==> config.mk <==
export PLATFORM = sky130hd
export DESIGN_NAME = idelay_sweeper
export DESIGN_NICKNAME = d
export VERILOG_FILES = /design/src/rtl/idelay_sweeper.sv
export SDC_FILE = /design/constraint.sdc
export NUM_CORES = 1
export LEC_CHECK = 0
export ABC_AREA = 1
export CAP_MARGIN = 5
export CORE_MARGIN = 2
export CORE_UTILIZATION = 54
export DETAILED_ROUTE_END_ITERATION = 10
export MAX_ROUTING_LAYER = met4
export PLACE_DENSITY = 0.79
export SLEW_MARGIN = 25
export SYNTH_ARGS = -nofsm -noshare
export SYNTH_HDL_FRONTEND = slang
export SYNTH_SLANG_ARGS = --single-unit
==> constraint.sdc <==
create_clock -name clk -period 1.95 [get_ports clk]
set_input_delay 0.195 -clock clk [delete_from_list [all_inputs] [get_ports clk]]
set_output_delay 0.195 -clock clk [all_outputs]
set_load 0.1 [all_outputs]
==> src/rtl/idelay_sweeper.sv <==
// ----------------------------------------------------------------------------
// idelay_sweeper
//
// Walks an IDELAYE2 through all 32 taps. At each tap it loads the tap value,
// waits for the delay line to settle, and then counts how often the
// resynchronised delayed data is 1 on alternate cycles. That count is reduced
// to a single bit per tap. The first tap whose bit differs from tap 0 is
// reported as the data edge.
//
// Optional feature (compile-time macro IDELAY_SWEEPER_HIST_EN):
//   defined     -> a 32-entry register array keeps each tap's ones count;
//                  hist_data = entry[hist_addr], registered, 1-cycle latency
//   not defined -> no array, hist_data tied to 0, hist_addr ignored
//
// Ports
//   clk         clock shared with IDELAYE2 C pin and the data pattern source
//   RST         synchronous active-high reset
//   cal_rdy     IDELAYCTRL ready; dropping it mid-sweep aborts the sweep
//   start       single-cycle sweep request (IDLE or DONE only)
//   dly_in      IDELAYE2 DATAOUT, asynchronous to clk
//   dly_ld      IDELAYE2 LD strobe (high for the one LOAD cycle per tap)
//   dly_cnt     IDELAYE2 CNTVALUEIN (current / last loaded tap)
//   busy        sweep in progress
//   done        sweep completed
//   abort       one-cycle pulse when cal_rdy drops during a sweep
//   edge_found  a tap differing from tap 0 was seen
//   edge_tap    first such tap (0 when none)
//   hist_addr   histogram read address
//   hist_data   histogram read data
// ----------------------------------------------------------------------------
module idelay_sweeper #(
    parameter int SETTLE_CYCLES = 16,
    parameter int SAMPLE_CYCLES = 256
) (
    input  logic                             clk,
    input  logic                             RST,
    input  logic                             cal_rdy,
    input  logic                             start,
    input  logic                             dly_in,
    output logic                             dly_ld,
    output logic [4:0]                       dly_cnt,
    output logic                             busy,
    output logic                             done,
    output logic                             abort,
    output logic                             edge_found,
    output logic [4:0]                       edge_tap,
    input  logic [4:0]                       hist_addr,
    output logic [$clog2(SAMPLE_CYCLES)-1:0] hist_data
);

    localparam int CW = $clog2(SAMPLE_CYCLES);

    localparam logic [2:0] S_IDLE   = 3'd0;
    localparam logic [2:0] S_LOAD   = 3'd1;
    localparam logic [2:0] S_SETTLE = 3'd2;
    localparam logic [2:0] S_SAMPLE = 3'd3;
    localparam logic [2:0] S_EVAL   = 3'd4;
    localparam logic [2:0] S_DONE   = 3'd5;

    // One counter serves both the settle and the sample windows.
    localparam logic [12:0] SETTLE_LAST = 13'(SETTLE_CYCLES - 1);
    localparam logic [12:0] SAMPLE_LAST = 13'(SAMPLE_CYCLES - 1);
    // Only half the sample cycles are counted, so a quarter is the midpoint.
    localparam logic [CW-1:0] QUARTER   = CW'(SAMPLE_CYCLES / 4);

    logic [2:0]    state_reg, state_next;
    logic [4:0]    tap_reg, tap_next;
    logic [12:0]   cnt_reg, cnt_next;
    logic          phase_reg, phase_next;
    logic [CW-1:0] ones_reg, ones_next;
    logic          ref_reg, ref_next;
    logic          edge_found_reg, edge_found_next;
    logic [4:0]    edge_tap_reg, edge_tap_next;
    logic          abort_reg, abort_next;
    logic [1:0]    sync_reg;

    logic          in_sweep;
    logic          tap_value;

    assign in_sweep  = (state_reg == S_LOAD) || (state_reg == S_SETTLE) ||
                       (state_reg == S_SAMPLE) || (state_reg == S_EVAL);
    assign tap_value = (ones_reg > QUARTER);

    // Two-flop resynchroniser for the asynchronous delayed data.
    always_ff @(posedge clk) begin
        if (RST) begin
            sync_reg <= 2'b00;
        end else begin
            sync_reg <= {sync_reg[0], dly_in};
        end
    end

    always_comb begin
        state_next      = state_reg;
        tap_next        = tap_reg;
        cnt_next        = cnt_reg;
        phase_next      = phase_reg;
        ones_next       = ones_reg;
        ref_next        = ref_reg;
        edge_found_next = edge_found_reg;
        edge_tap_next   = edge_tap_reg;
        abort_next      = 1'b0;

        if (in_sweep && !cal_rdy) begin
            // Losing calibration invalidates every tap measured so far.
            state_next      = S_IDLE;
            abort_next      = 1'b1;
            edge_found_next = 1'b0;
            edge_tap_next   = 5'd0;
        end else begin
            case (state_reg)
                S_IDLE, S_DONE: begin
                    if (start && cal_rdy) begin
                        state_next      = S_LOAD;
                        tap_next        = 5'd0;
                        edge_found_next = 1'b0;
                        edge_tap_next   = 5'd0;
                    end
                end
                S_LOAD: begin
                    state_next = S_SETTLE;
                    cnt_next   = 13'd0;
                end
                S_SETTLE: begin
                    if (cnt_reg == SETTLE_LAST) begin
                        state_next = S_SAMPLE;
                        cnt_next   = 13'd0;
                        phase_next = 1'b0;
                        ones_next  = '0;
                    end else begin
                        cnt_next = cnt_reg + 13'd1;
                    end
                end
                S_SAMPLE: begin
                    phase_next = ~phase_reg;
                    if (phase_reg && sync_reg[1]) begin
                        ones_next = ones_reg + 1'b1;
                    end
                    if (cnt_reg == SAMPLE_LAST) begin
                        state_next = S_EVAL;
                    end else begin
                        cnt_next = cnt_reg + 13'd1;
                    end
                end
                S_EVAL: begin
                    if (tap_reg == 5'd0) begin
                        ref_next = tap_value;
                    end else if ((tap_value != ref_reg) && !edge_found_reg) begin
                        edge_found_next = 1'b1;
                        edge_tap_next   = tap_reg;
                    end
                    // Stop at the last tap rather than letting the 5-bit tap wrap.
                    if (tap_reg == 5'd31) begin
                        state_next = S_DONE;
                    end else begin
                        tap_next   = tap_reg + 5'd1;
                        state_next = S_LOAD;
                    end
                end
                default: begin
                    state_next = S_IDLE;
                end
            endcase
        end
    end

    always_ff @(posedge clk) begin
        if (RST) begin
            state_reg      <= S_IDLE;
            tap_reg        <= 5'd0;
            cnt_reg        <= 13'd0;
            phase_reg      <= 1'b0;
            ones_reg       <= '0;
            ref_reg        <= 1'b0;
            edge_found_reg <= 1'b0;
            edge_tap_reg   <= 5'd0;
            abort_reg      <= 1'b0;
        end else begin
            state_reg      <= state_next;
            tap_reg        <= tap_next;
            cnt_reg        <= cnt_next;
            phase_reg      <= phase_next;
            ones_reg       <= ones_next;
            ref_reg        <= ref_next;
            edge_found_reg <= edge_found_next;
            edge_tap_reg   <= edge_tap_next;
            abort_reg      <= abort_next;
        end
    end

    // tap_reg only changes on entry to LOAD, so it also holds the last
    // loaded tap while idle or done.
    assign dly_ld     = (state_reg == S_LOAD);
    assign dly_cnt    = tap_reg;
    assign busy       = in_sweep;
    assign done       = (state_reg == S_DONE);
    assign abort      = abort_reg;
    assign edge_found = edge_found_reg;
    assign edge_tap   = edge_tap_reg;

`ifdef IDELAY_SWEEPER_HIST_EN
    logic [CW-1:0] hist_entries [0:31];
    logic [CW-1:0] hist_rd_reg;

    genvar gi;
    generate
        for (gi = 0; gi < 32; gi++) begin : g_hist
            logic [CW-1:0] entry_reg;
            // Histogram contents are not reset; only written at EVAL.
            always_ff @(posedge clk) begin
                if (!RST && (state_reg == S_EVAL) && (tap_reg == 5'(gi))) begin
                    entry_reg <= ones_reg;
                end
            end
            assign hist_entries[gi] = entry_reg;
        end
    endgenerate

    always_ff @(posedge clk) begin
        if (RST) begin
            hist_rd_reg <= '0;
        end else begin
            hist_rd_reg <= hist_entries[hist_addr];
        end
    end

    assign hist_data = hist_rd_reg;
`else
    logic unused_hist_addr;
    assign unused_hist_addr = ^hist_addr;
    assign hist_data        = '0;
`endif

endmodule

Word level (Yosys, flattened, before mapping)
Index checks and enable logic that the tools add are counted.

Add/subtract/negate cells: 3. Multipliers: 0. Div/mod/pow operators: 0. $lt $le $gt $ge: 1. Equal/unequal tests: 17. Shifts and indexed selects: 0. Multiplexer cells: 24. Bitwise gates (word level): 2. Reduce and logical (&&, ||, !) cells: 23.

Operators by type and width (number): 13-bit case mux with 3 select lines (1); 13-bit two-way mux (2); 5-bit two-way mux (4); 5-bit case mux with 2 select lines (2); 8-bit two-way mux (2); 8-bit case mux with 2 select lines (1); 3-bit case mux with 5 select lines (1); 13-bit by 1-bit adder with 13-bit output, second input constant (1); 13-bit by 4-bit == test with 1-bit output, second input constant (1); 13-bit by 8-bit == test with 1-bit output, second input constant (1); 3-bit two-way mux (4); 3-bit AND reduction (4); 4-bit AND reduction (3); 8-bit by 1-bit adder with 8-bit output, second input constant (1); 8-bit by 7-bit > comparator with 1-bit output, second input constant (1); 2-bit by 1-bit inequality test with 1-bit output, second input constant (4); 2-bit inequality test, second input constant (4); 3-bit by 2-bit == test with 1-bit output, second input constant (2); 3-bit == test, second input constant (2); 5-bit by 1-bit adder with 5-bit output, second input constant (1); 5-bit == test, second input constant (1); 5-bit zero test (1); 1-bit two-way mux (5); 1-bit logical AND (4); other kinds (10) (17).

Register bits after elaboration: 40. Bits in latches: 0. Memory bits (writable): 0. Bits in read-only memories: 0. Input bits: 10. Output and inout bits: 23. Memories: 0.

Logic depth before layout (Yosys ltp)
Depth after elaboration: 7. Gate-level depth with buffers: 12. Depth with buffers taken out: 12.

Worst setup path before layout
No wires, ideal clock.

Kind: register to register. Start: register tap_reg[0], in the netlist dly_cnt[0]. End: register tap_reg[2], in the netlist dly_cnt[2]. Library setup time: 0.133 ns. Arrival time: 2.143 ns. Required time: 1.817 ns. Setup slack: -0.326 ns. Stages on the path, launching flop included: 12. Path buffers: 0. Cells stage by stage: dfxtp_1 ha_1 nand2_1 nor2_1 ha_1 inv_1 nor2_2 nor2_4 nand2_4 clkinv_2 nand2_1 a21oi_2.

Longest elaborated chain between the ends: 3.

RTL lines: start: declaration (line 67) `logic [4:0] tap_reg, tap_next;`; start signal: assignment (line 180) `tap_reg <= tap_next;`; 5-bit by 1-bit adder with 5-bit output / 5-bit == test (equally long branches) (line 156, 153); 5-bit two-way mux / 2-bit inequality test (equally long branches); 5-bit case mux with 2 select lines / 4-bit AND reduction (equally long branches).

Parallel ways exist; a longest one is shown, timed or not. The select of a mux whose other input is x is not followed. A chain may end at the register's enable or synchronous reset.

Final worst setup path
Start: register tap_reg[0], in the netlist dly_cnt[0]. End: register edge_tap_reg[2], in the netlist edge_tap[2].

Longest elaborated chain between the ends: 3.

RTL lines: 5-bit zero test (line 146) `if (tap_reg == 5'd0) begin`; 2-bit inequality test (no source line); 4-bit AND reduction (no source line); end signal: assignment (line 186) `edge_tap_reg <= edge_tap_next;`; end: declaration (line 73) `logic [4:0] edge_tap_reg, edge_tap_next;`.

Every way passes these cells.

==> impl_metrics.env <==
export IMPL_port_buffers=19
export IMPL_synthDistinctLibCells=40
export IMPL_area_growth_synth_to_final_pct=13.1
export IMPL_fp_dieH_um=70.0
export IMPL_via_per_inst=5.10
export IMPL_rows=23
export IMPL_status="finished, final reports clean"
export IMPL_numCtsBuffers=5
export IMPL_grt_max_degree=17
export IMPL_pre_cts_slack_ns=0.307
export IMPL_crit_slowest_cell="dfxtp_2"
export IMPL_synth_edf_count=0
export IMPL_syn_area_um2=2350
export IMPL_crit_chain="inv_1 > ha_1 > nand3_1 > inv_1 > nor2_1 > nand3_1 > nor2_1 > nand2_1 > a21oi_1"
export IMPL_synth_async_reset_ratio=0
export IMPL_io_pins=33
export IMPL_required_ns=2.18
export IMPL_ant_nets=0
export IMPL_hold_slack_ns=0.396
export IMPL_track_usage=0.220
export IMPL_cts_clk_slew_worst_paths_ns=0.09
export IMPL_clock_root_buffer="clkbuf_8"
export IMPL_p_per_area_nw_per_um2=950
export IMPL_worstSetupPathType="register to register"
export IMPL_numClockSinks=40
export IMPL_startpoint_type="register"
export IMPL_synthFlopType="dfxtp_1"
export IMPL_rsz0062_at_grt="no"
export IMPL_dieArea_um2=4900
export IMPL_drc=0
export IMPL_antenna_cells=0
export IMPL_drt_initial_drc_count=125
export IMPL_ys_seq_area_frac=0.341
export IMPL_grt_pass1_vias=1982
export IMPL_worstPathArrival_ns=1.89
export IMPL_antenna_found_initial=0
export IMPL_synth_avg_cell_area_um2=7.00
export IMPL_fillers=368
export IMPL_clock_path_buffers=2
export IMPL_wl_mm=4.78
export IMPL_dp_cells=402
export IMPL_cts_htree_levels=2
export IMPL_wl_per_cell_um=11.7
export IMPL_clock_latency_ns=0.30
export IMPL_nets=375
export IMPL_finalClockSkew_ns=0.0113
export IMPL_ir_drop_v=0.000744
export IMPL_slowest_delay_ns=0.41
export IMPL_worstPathMaxFanout=7
export IMPL_clock_fmax_mhz=601
export IMPL_worst_slack_ns=0.286
export IMPL_fin_cells=410
export IMPL_min_path_type="input port to register"
export IMPL_postSynthCellCount=336
export IMPL_yosys_warnings=0
export IMPL_synth_seq_cells=40
export IMPL_ctsHoldBuffers=0
export IMPL_post_route_period_util=0.853
export IMPL_drive_above_1_share=0.197
export IMPL_grt_ovfl_total=0
export IMPL_start_util=0.575
export IMPL_dp_hpwl_mm=3.61
export IMPL_max_cap_violations=0
export IMPL_drv_slew=0
export IMPL_cts_tree="yes"
export IMPL_first_pass_iters=4
export IMPL_hold_viol_final=0
export IMPL_layout_common_cells="nand2_1 (89), nor2_1 (37), dfxtp_1 (35), inv_1 (34), a21oi_1 (30)"
export IMPL_largest_reg_flops=13
export IMPL_die_x_um=70.0
export IMPL_coreArea_um2=4090
export IMPL_place_congestion=0.843
export IMPL_tns_ns=0
export IMPL_vias=2091
export IMPL_grt_pass1_wl_mm=8.47
export IMPL_power_w=0.00253
export IMPL_period_needed_ns=1.66
export IMPL_final_common_cell="nand2_1"
export IMPL_power_leakage_nw=1.05
export IMPL_setup_violations=0
export IMPL_endpoint_kind="register"
[Yosys cell counts (2+ instances only)]
cell / instances / share of area
inv_2: 6 / 0.0096
o21ai_0: 7 / 0.015
xor2_1: 5 / 0.019
nand4_1: 2 / 0.0053
nand3_1: 19 / 0.040
nor2_4: 3 / 0.014
nor2_1: 39 / 0.062
nand2_4: 5 / 0.024
nand3_2: 3 / 0.013
a21oi_2: 5 / 0.019
nor3_1: 5 / 0.011
nor3b_1: 3 / 0.0096
buf_4: 8 / 0.026
nand2_1: 90 / 0.14
a21oi_1: 30 / 0.064
xnor2_1: 2 / 0.0075
nand2_2: 3 / 0.0080
dfxtp_1: 40 / 0.34
ha_1: 6 / 0.032
inv_1: 34 / 0.054
inv_4: 2 / 0.0053
[per-layer routing]
| metal | global-route usage | wire (µm) |
|---|---|---|
| met5 | - | 0 |
| met4 | 0.0812 | 111 |
| met3 | 0.0534 | 189 |
| met2 | 0.379 | 2330 |
| met1 | 0.246 | 2150 |
[cell type report]
cell class / instances / area [µm²] / share of cell area
multi-input cells: 247 / 1320 / 0.495
repair buffers: 22 / 213 / 0.0800
inverters: 43 / 168 / 0.0630
flip-flops and latches: 40 / 807 / 0.303
clock inverters: 3 / 23.8 / 0.00894
clock buffers: 5 / 68.8 / 0.0259
well taps: 50 / 62.6 / 0.0235
[final timing paths]
path | from | to | slack, ns | cells past startpoint
hold / removal | dly_in | sync_reg[0]$_SDFF_PP0_ | 0.40 | 3
setup / recovery | dly_cnt[0]$_SDFFE_PP0P_ | edge_tap[2]$_SDFFE_PP0P_ | 0.29 | 9
setup reg to reg | dly_cnt[0]$_SDFFE_PP0P_ | edge_tap[2]$_SDFFE_PP0P_ | 0.29 | 9
hold reg to reg | sync_reg[0]$_SDFF_PP0_ | sync_reg[1]$_SDFF_PP0_ | 0.41 | 2
[critical path, delay by kind of cell (launching register included)]
family	cells	cell delay [ns]
buf+inv	2	0.13
compound gates	1	0.14
fa+ha+maj	1	0.20
simple gates	5	0.71
flops	1	0.41
[kinds of logic after synthesis]
logic type,Yosys count,share of synthesized area
DFF,40,0.341
adders and majority gates,6,0.0319
AOI/OAI and AO/OA,46,0.116
buffers and inverters,56,0.113
and+or+nand+nor,180,0.370
other,1,0.00160
xor gates and xnor gates,7,0.0261
[repair_timing]
action                                  4_1_cts  5_1_grt
hold endpoints to repair                      0        0
buffers inserted                              0        0
endpoints found under the setup margin        0        1
resized for setup                             0        1
[where the power goes]
part	internal (W)	switching, W	total, W
Clock	0.000253	0.000310	0.000563
Sequential	0.000856	0.0000501	0.000906
Combinational	0.000277	0.000782	0.00106
[stage by stage]
stage	instance area (µm²)	util
after CTS	2660	0.650
final	2660	0.651
after floorplan	2390	-
after global placement	2560	0.628
after detailed placement	2560	0.628
after global routing	2660	0.651
No activity file was read; power rests on OpenSTA's default activity.
